--- src/rtl/muu_pkg.sv ---
// Shared definitions for the MUU request path: stream geometry, arbiter state
// encodings and a small index-wrapping helper.
package muu_pkg;

  localparam int MUU_STREAM_WIDTH = 128;
  localparam int MUU_USER_BITS    = 3;

  typedef enum logic {
    ST_ARB = 1'b0,
    ST_FWD = 1'b1
  } arb_state_t;

  // Wraps an index that has overshot the port count by at most one lap.
  function automatic int rr_wrap(input int idx, input int n);
    return (idx >= n) ? (idx - n) : idx;
  endfunction

endpackage

--- src/rtl/muu_rr_pick.sv ---
// Combinational rotating-priority picker: returns the first set request bit
// found searching upward from last+1 with wrap-around.
module muu_rr_pick
  import muu_pkg::*;
#(
  parameter int N     = 4,
  parameter int IDX_W = MUU_USER_BITS
) (
  input  logic [N-1:0]     req,
  input  logic [IDX_W-1:0] last,
  output logic [IDX_W-1:0] grant,
  output logic             found
);

  logic [2*N-1:0] req_dbl;
  logic [N-1:0]   req_rot;

  // Rotating a doubled copy puts port last+1 at bit 0, so a plain
  // lowest-bit-first scan yields round-robin order.
  always_comb begin
    req_dbl = {req, req} >> (int'(last) + 1);
    req_rot = req_dbl[N-1:0];
    grant   = '0;
    found   = 1'b0;
    for (int i = 0; i < N; i++) begin
      if (!found && req_rot[i]) begin
        found = 1'b1;
        grant = IDX_W'(rr_wrap(int'(last) + 1 + i, N));
      end
    end
  end

endmodule

--- src/rtl/muu_input_arbiter.sv ---
// Packet-granular round-robin merge of N_PORTS request streams into one
// registered output stream. Define MUU_ARB_PRIO0_EN to make port 0 strict priority.
module muu_input_arbiter
  import muu_pkg::*;
#(
  parameter int N_PORTS    = 4,
  parameter int DATA_WIDTH = MUU_STREAM_WIDTH,
  parameter int USER_BITS  = MUU_USER_BITS
) (
  input  logic                          clk,
  input  logic                          rst,
  input  logic [N_PORTS*DATA_WIDTH-1:0] s_axis_tdata,
  input  logic [N_PORTS-1:0]            s_axis_tvalid,
  input  logic [N_PORTS-1:0]            s_axis_tlast,
  output logic [N_PORTS-1:0]            s_axis_tready,
  output logic [DATA_WIDTH-1:0]         m_axis_tdata,
  output logic                          m_axis_tvalid,
  output logic                          m_axis_tlast,
  output logic [USER_BITS-1:0]          m_axis_tuserid,
  input  logic                          m_axis_tready,
  output logic                          grant_active,
  output logic [USER_BITS-1:0]          grant_port
);

  arb_state_t            state;
  logic [USER_BITS-1:0]  last_port;
  logic [N_PORTS-1:0]    pick_req;
  logic [USER_BITS-1:0]  pick_grant;
  logic                  pick_found;
  logic [USER_BITS-1:0]  arb_grant;
  logic                  arb_found;
  logic [DATA_WIDTH-1:0] sel_data;
  logic                  sel_valid;
  logic                  sel_last;
  logic                  out_ready;
  logic                  accept;

`ifdef MUU_ARB_PRIO0_EN
  // Port 0 bypasses the rotation, so the picker only sees ports 1..N-1.
  always_comb begin
    pick_req    = s_axis_tvalid;
    pick_req[0] = 1'b0;
  end
  assign arb_found = s_axis_tvalid[0] | pick_found;
  assign arb_grant = s_axis_tvalid[0] ? '0 : pick_grant;
`else
  assign pick_req  = s_axis_tvalid;
  assign arb_found = pick_found;
  assign arb_grant = pick_grant;
`endif

  muu_rr_pick #(
    .N     (N_PORTS),
    .IDX_W (USER_BITS)
  ) u_pick (
    .req   (pick_req),
    .last  (last_port),
    .grant (pick_grant),
    .found (pick_found)
  );

  // Granted-port mux; only meaningful while forwarding.
  always_comb begin
    sel_data  = '0;
    sel_valid = 1'b0;
    sel_last  = 1'b0;
    for (int p = 0; p < N_PORTS; p++) begin
      if (grant_port == USER_BITS'(p)) begin
        sel_data  = s_axis_tdata[p*DATA_WIDTH +: DATA_WIDTH];
        sel_valid = s_axis_tvalid[p];
        sel_last  = s_axis_tlast[p];
      end
    end
  end

  // Ready depends only on state, grant and the output register, never on tvalid.
  assign out_ready = ~m_axis_tvalid | m_axis_tready;
  assign accept    = (state == ST_FWD) & sel_valid & out_ready;

  always_comb begin
    s_axis_tready = '0;
    if (state == ST_FWD) begin
      for (int p = 0; p < N_PORTS; p++) begin
        s_axis_tready[p] = (grant_port == USER_BITS'(p)) & out_ready;
      end
    end
  end

  // Grant is held for the whole packet; it only moves after a tlast word is taken.
  always_ff @(posedge clk) begin
    if (rst) begin
      state        <= ST_ARB;
      last_port    <= USER_BITS'(N_PORTS - 1);
      grant_port   <= '0;
      grant_active <= 1'b0;
    end else begin
      case (state)
        ST_ARB: begin
          if (arb_found) begin
            grant_port   <= arb_grant;
            last_port    <= arb_grant;
            grant_active <= 1'b1;
            state        <= ST_FWD;
          end
        end
        ST_FWD: begin
          if (accept && sel_last) begin
            grant_active <= 1'b0;
            state        <= ST_ARB;
          end
        end
        default: begin
          grant_active <= 1'b0;
          state        <= ST_ARB;
        end
      endcase
    end
  end

  always_ff @(posedge clk) begin
    if (rst) begin
      m_axis_tvalid  <= 1'b0;
      m_axis_tlast   <= 1'b0;
      m_axis_tdata   <= '0;
      m_axis_tuserid <= '0;
    end else if (accept) begin
      m_axis_tvalid  <= 1'b1;
      m_axis_tlast   <= sel_last;
      m_axis_tdata   <= sel_data;
      m_axis_tuserid <= grant_port;
    end else if (m_axis_tready) begin
      m_axis_tvalid  <= 1'b0;
    end
  end

endmodule

--- config.mk ---
export PLATFORM = sky130hd
export DESIGN_NAME = muu_input_arbiter
export DESIGN_NICKNAME = d
export VERILOG_FILES = /design/src/rtl/muu_pkg.sv /design/src/rtl/muu_rr_pick.sv /design/src/rtl/muu_input_arbiter.sv
export SDC_FILE = /design/constraint.sdc
export NUM_CORES = 1
export LEC_CHECK = 0
export CORE_AREA = 3 3 254 256
export DETAILED_ROUTE_END_ITERATION = 6
export DIE_AREA = 0 0 257 259
export GPL_ROUTABILITY_DRIVEN = 0
export PLACE_DENSITY_LB_ADDON = 0.08
export SLEW_MARGIN = 20
export SYNTH_ARGS = -nofsm -noshare
export SYNTH_HDL_FRONTEND = slang
export SYNTH_HIERARCHICAL = 1
export SYNTH_SLANG_ARGS = --single-unit
export TNS_END_PERCENT = 10
--- constraint.sdc ---
create_clock -name clk -period 4.7 [get_ports clk]
set_clock_uncertainty 0.05 [all_clocks]
set_input_delay 0.705 -clock clk [delete_from_list [all_inputs] [get_ports clk]]
set_output_delay 0.705 -clock clk [all_outputs]
set_load 0.005 [all_outputs]
; ---- Yosys cells after proc, flatten, opt, wreduce, memory -nomap -nowiden
; Index checks and enable logic that the tools add are counted.
[totals]
regBits = 141
output_inout_bits = 141
wordCells = 79
[op_classes]
addsub = 8
order_cmp = 4
eq_ne = 5
shifts = 1
n_mux = 33
n_bitwise = 9
n_reduce_logical = 11
[op_table]
columns = op, n
row1 = 128-bit 2-to-1 mux, 4
row2 = 32-bit by 4-bit greater-or-equal comparator with 1-bit output (second input constant), 3
row3 = 3-bit 2-to-1 mux, 8
row4 = 1-bit 2-to-1 mux, 18
row5 = 3-bit subtractor (second input constant), 4
row6 = 4-bit by 2-bit adder with 5-bit output (second input constant), 2
row7 = 8-bit by 4-bit >> shifter with 4-bit output, 1
row8 = 1-bit bitwise AND, 6
row9 = 3-bit by 2-bit == test with 1-bit output (second input constant), 2
row10 = 4-bit by 1-bit adder with 5-bit output (second input constant), 1
row11 = 3-bit by 1-bit adder with 4-bit output (second input constant), 1
row12 = 4-bit by 3-bit greater-or-equal comparator with 1-bit output (second input constant), 1
row13 = 1-bit logical AND, 4
row14 = 4-bit 2-to-1 mux, 1
row15 = 1-bit case mux with 2 select lines, 2
row16 = 2-bit AND reduction, 2
row17 = 3-bit by 1-bit == test with 1-bit output (second input constant), 1
row18 = 1-bit zero test, 3
row19 = 3-bit zero test, 1
row20 = 2-bit by 1-bit inequality test with 1-bit output (second input constant), 1
row21 = 2-bit inequality test (second input constant), 1
row22 = 1-bit NOT, 2
row23 = 2-bit nonzero test, 1
row24 = 1-bit OR, 1

; ---- Logic depth before layout (Yosys ltp)
[depth]
word_depth = 14
depth_mapped = 11
ltp_nobuf = 9

; ---- Cells and area by module
; The synthesis kept the hierarchy.
[by_module_without_submodules]
columns = module, n_inst, cells_per_inst, area_per_inst_um2
row1 = muu_input_arbiter, 1, 779, 8946.1
row2 = muu_rr_pick, 1, 61, 494.2

; ---- Worst setup path after synthesis
; Ideal clock, no wire load.
[synth_timing]
kind = flip-flop to flip-flop
startpoint = register last_port[0]
endpoint = register grant_port[2]
setup_time_ps = 71
arrival_time_ps = 2185
path_slack_ps = 2394
stages_incl_launch_ff = 12
cell_sequence = dfxtp_1 buf_4 buf_4 inv_2 ha_1 ha_1 and3_1 a31oi_1 o211ai_1 a221oi_1 nand2_1 a21oi_1
[synth_lines]
columns = element, line
row1 = "start, declared", muu_input_arbiter.sv:26  ; logic [USER_BITS-1:0] last_port;
row2 = "start signal, assigned", muu_input_arbiter.sv:93  ; last_port <= USER_BITS'(N_PORTS - 1);
row3 = "start signal, assigned", muu_input_arbiter.sv:101  ; last_port <= arb_grant;
row4 = 3-bit by 1-bit adder with 4-bit output (*), "muu_rr_pick.sv:21, muu_rr_pick.sv:28"
row5 = branches (longest 10 deep; another with 32-bit by 4-bit greater-or-equal comparator with 1-bit output), -
row6 = 3-bit 2-to-1 mux (*), muu_rr_pick.sv:26  ; if (!found && req_rot[i]) begin
row7 = named net arb_grant[2], muu_input_arbiter.sv:30  ; logic [USER_BITS-1:0] arb_grant;
row8 = "end signal, assigned", muu_input_arbiter.sv:100  ; grant_port <= arb_grant;
row9 = "end, declared", muu_input_arbiter.sv:22  ; output logic [USER_BITS-1:0] grant_port
; Mark *: on every way through the listed nets, which the timed path passes.
; A chain may end at the register's enable or synchronous reset.

; ---- Worst setup path after layout
[layout_timing]
startpoint = register grant_port[0]
endpoint = output grant_port[0]
; No word-level cell between the ends.

==> results.json <==
{
  "outcome": "finished clean",
  "drcViolationCount": 0,
  "clk_latency_ns": 0.45,
  "hold_start": "m_axis_tdata[18]$_SDFFE_PP0P_",
  "post_cts_buffers": 0,
  "syn-instance-count": 840,
  "placed_area_um2": 16900,
  "cts_tree": "done",
  "clkPwrFrac_pct": 19.8,
  "ys_seq_area_share_pct": 29.7,
  "worstPathRequired_ns": 3.94,
  "synthTopCellsByCount": "141 x nand2_1, 140 x dfxtp_1, 138 x mux2i_1, 136 x nand2b_1, 129 x mux4_2",
  "synthFlopType": "dfxtp_1",
  "start_kind": "flip-flop",
  "endpoint_kind": "output port",
  "grt_first_pass_wirelength_um": 71800,
  "die_h_um": 259,
  "min_period_over_period_pct": 65.9,
  "dr.pass1.iters": 4,
  "power.total_uw": 7850,
  "holdPathEnd": "m_axis_tdata[18]$_SDFFE_PP0P_",
  "switching_share_pct": 35.7,
  "cts_root_buffer": "clkbuf_16",
  "ctsResizeCount": 0,
  "cts.htree.levels": 4,
  "post-synth-top-count-cell": "nand2_1",
  "worstPathArrival_ns": 2.34,
  "portBuffers": 663,
  "drv_cap": 0,
  "fin_crit_ns": 3.10,
  "grt_pass1_vias": 9971,
  "fmax_mhz": 323,
  "ios": 664,
  "cts_made_buffers": 17,
  "intPower_uw": 5040,
  "setup_viol": 0,
  "slew_violations": 0,
  "combPwrFrac_pct": 56.9,
  "grt_max_degree": 137,
  "die-area_um2": 66600,
  "vias": 9112,
  "power_density_nw_per_um2": 446,
  "ant_nets": 0,
  "syn_nets": 1370,
  "path_class": "reg2out",
  "grt_usage_pct": 14.8,
  "synth_warnings": 6,
  "r2r-start": "last_port[0]$_SDFFE_PP1P_",
  "cts_num_sinks": 140,
  "cts.clk_slew.worst_paths_ns": 0.06,
  "ctsHoldBuffers": 0,
  "synth-edff-count": 0,
  "ir_worst_vdd_mv": 0.389,
  "finalSetupTns_ns": 0,
  "maxSlewHeadroom_pct": 38.2,
  "cp_max_fo": 70,
  "die_w_um": 257,
  "r2r-end": "grant_port[2]$_SDFFE_PP0P_",
  "r2r_setup_slack_ns": 1.91,
  "hpwlAfterDp_um": 41400,
  "final_cell_area_um2": 17600,
  "vias_per_cell": 3.93,
  "core_um2": 62700,
  "drtIter0Drc": 360,
  "synthArstFlopShare_pct": 0,
  "areaGrowthSynthToFinish_pct": 86.4,
  "rsz0062_at_grt": "false",
  "antenna_found_initial": 11,
  "finalNetCount": 1987,
  "leakagePower_uw": 0.00663,
  "worstRegToRegCells": 9,
  "synth_area_um2": 9440,
  "synth_area_per_cell_um2": 11.2,
  "worstHoldPathType": "reg2reg",
  "synth.distinct_cells": 41,
  "ys_seq_elements": 140,
  "wl_per_cell_um": 21.9,
  "initial_core_util_pct": 15.0,
  "grt_overflow": 0,
  "synth_top_area_share_pct": 30.8,
  "fp-row-count": 92,
  "synth.area.top_cells": "mux4_2 31%, dfxtp_1 30%, mux2i_1 15%, nand2b_1 9.0%, nand2_1 5.6%",
  "pwr-share-seq_pct": 23.3,
  "worstHoldPathCells": 2,
  "switchingPower_uw": 2800,
  "hold_violations": 0,
  "drt_wl_total_um": 50800,
  "synth_top_cell_by_area": "mux4_2",
  "cts_buffer_depth": 2,
  "tightestPinTransition_ns": 0.927,
  "final_layout_size_suffix_gt1_share_pct": 12.4
}
## final cells by class
cell class | instances | area (um2)
fillers | 6550 | 45100
repair buffers | 678 | 6830
multi-input cells | 614 | 6210
flip-flops and latches | 140 | 2810
well taps | 846 | 1060
clock buffers | 22 | 474
clock inverters | 10 | 185
inverters | 6 | 22.5
diodes | 2 | 5.00
## cell families (layout without fill, tap and decap cells)
logic type	Yosys count	in the layout	synth area share, %
and+or+nand+nor	305	305	16.4
muxes	270	270	45.9
DFF	140	140	29.7
buffers and inverters	86	716	4.67
AOI/OAI and AO/OA	29	29	2.15
adders and majority gates	7	7	0.928
xor gates and xnor gates	3	3	0.278
other	0	2	0
## per-layer routing
| layer | vias to the layer above | track usage (%) | share of wire (%) |
|---|---|---|---|
| met2 | 307 | 26.9 | 53 |
| met5 | - | 0 | 0.083 |
| met1 | 4469 | 16.7 | 38 |
| met3 | 25 | 5.41 | 7.4 |
| li1 | 4303 | - | - |
| met4 | 8 | 2.58 | 0.82 |
## per-stage QoR
stage	util [%]	worst slack, ns	hold WS [ns]	cells
floorplan	-	2.39	0.415	840
global placement	27.0	1.47	0.409	2284
detailed placement	27.0	1.45	0.416	2284
CTS	28.0	1.42	0.427	2316
global route	28.0	1.36	0.446	2316
finish	28.0	1.60	0.424	2318
## critical path: stages (launching register included)
cell and delay (ns):
dfxtp_4 0.70, buf_12 0.50, clkdlybuf4s50_1 0.62
## placed cells by master (no fill, tap or decap), types with 3 or more instances in the layout
cell / n
clkbuf_16: 17
inv_1: 5
nand2_1: 141
nor3_1: 3
nor2b_1: 5
o21ai_0: 3
bufinv_16: 5
buf_12: 7
o211ai_1: 3
o21a_1: 3
mux4_2: 129
clkdlybuf4s50_1: 662
nor3b_1: 4
nand2b_1: 136
clkbuf_8: 3
buf_4: 9
ha_1: 7
mux2i_1: 138
nor2_1: 8
a21oi_1: 10
dfxtp_1: 138
## power groups by stage
| stage | sequential [uW] | clock (uW) | combinational [uW] |
|---|---|---|---|
| final | 1830 | 1550 | 4470 |
| after floorplan | 1750 | 0 | 2690 |
| after detailed placement | 1870 | 0 | 4630 |
| after CTS | 1850 | 1630 | 4640 |
| after global routing | 1890 | 1670 | 4860 |
| after global placement | 1860 | 0 | 4650 |
## sequential cells by signal, summed over array words and instances, names as in the netlist
register        cells
last_port           2
m_axis_tvalid       1
state               1
grant_active        1
m_axis_tdata      128
grant_port          3
m_axis_tuserid      3
m_axis_tlast        1
## worst max path at each step
stage                               startpoint                            end  slack [ns]
finish              grant_port[0]$_SDFFE_PP0P_                  grant_port[0]        1.60
global route        grant_port[0]$_SDFFE_PP0P_                  grant_port[0]        1.36
CTS                 grant_port[0]$_SDFFE_PP0P_                  grant_port[0]        1.42
detailed placement            s_axis_tvalid[2]  m_axis_tdata[86]$_SDFFE_PP0P_        1.45
global placement              s_axis_tvalid[2]  m_axis_tdata[76]$_SDFFE_PP0P_        1.47
floorplan            last_port[0]$_SDFFE_PP1P_     grant_port[2]$_SDFFE_PP0P_        2.39
Power figures use the tool's default switching activity.
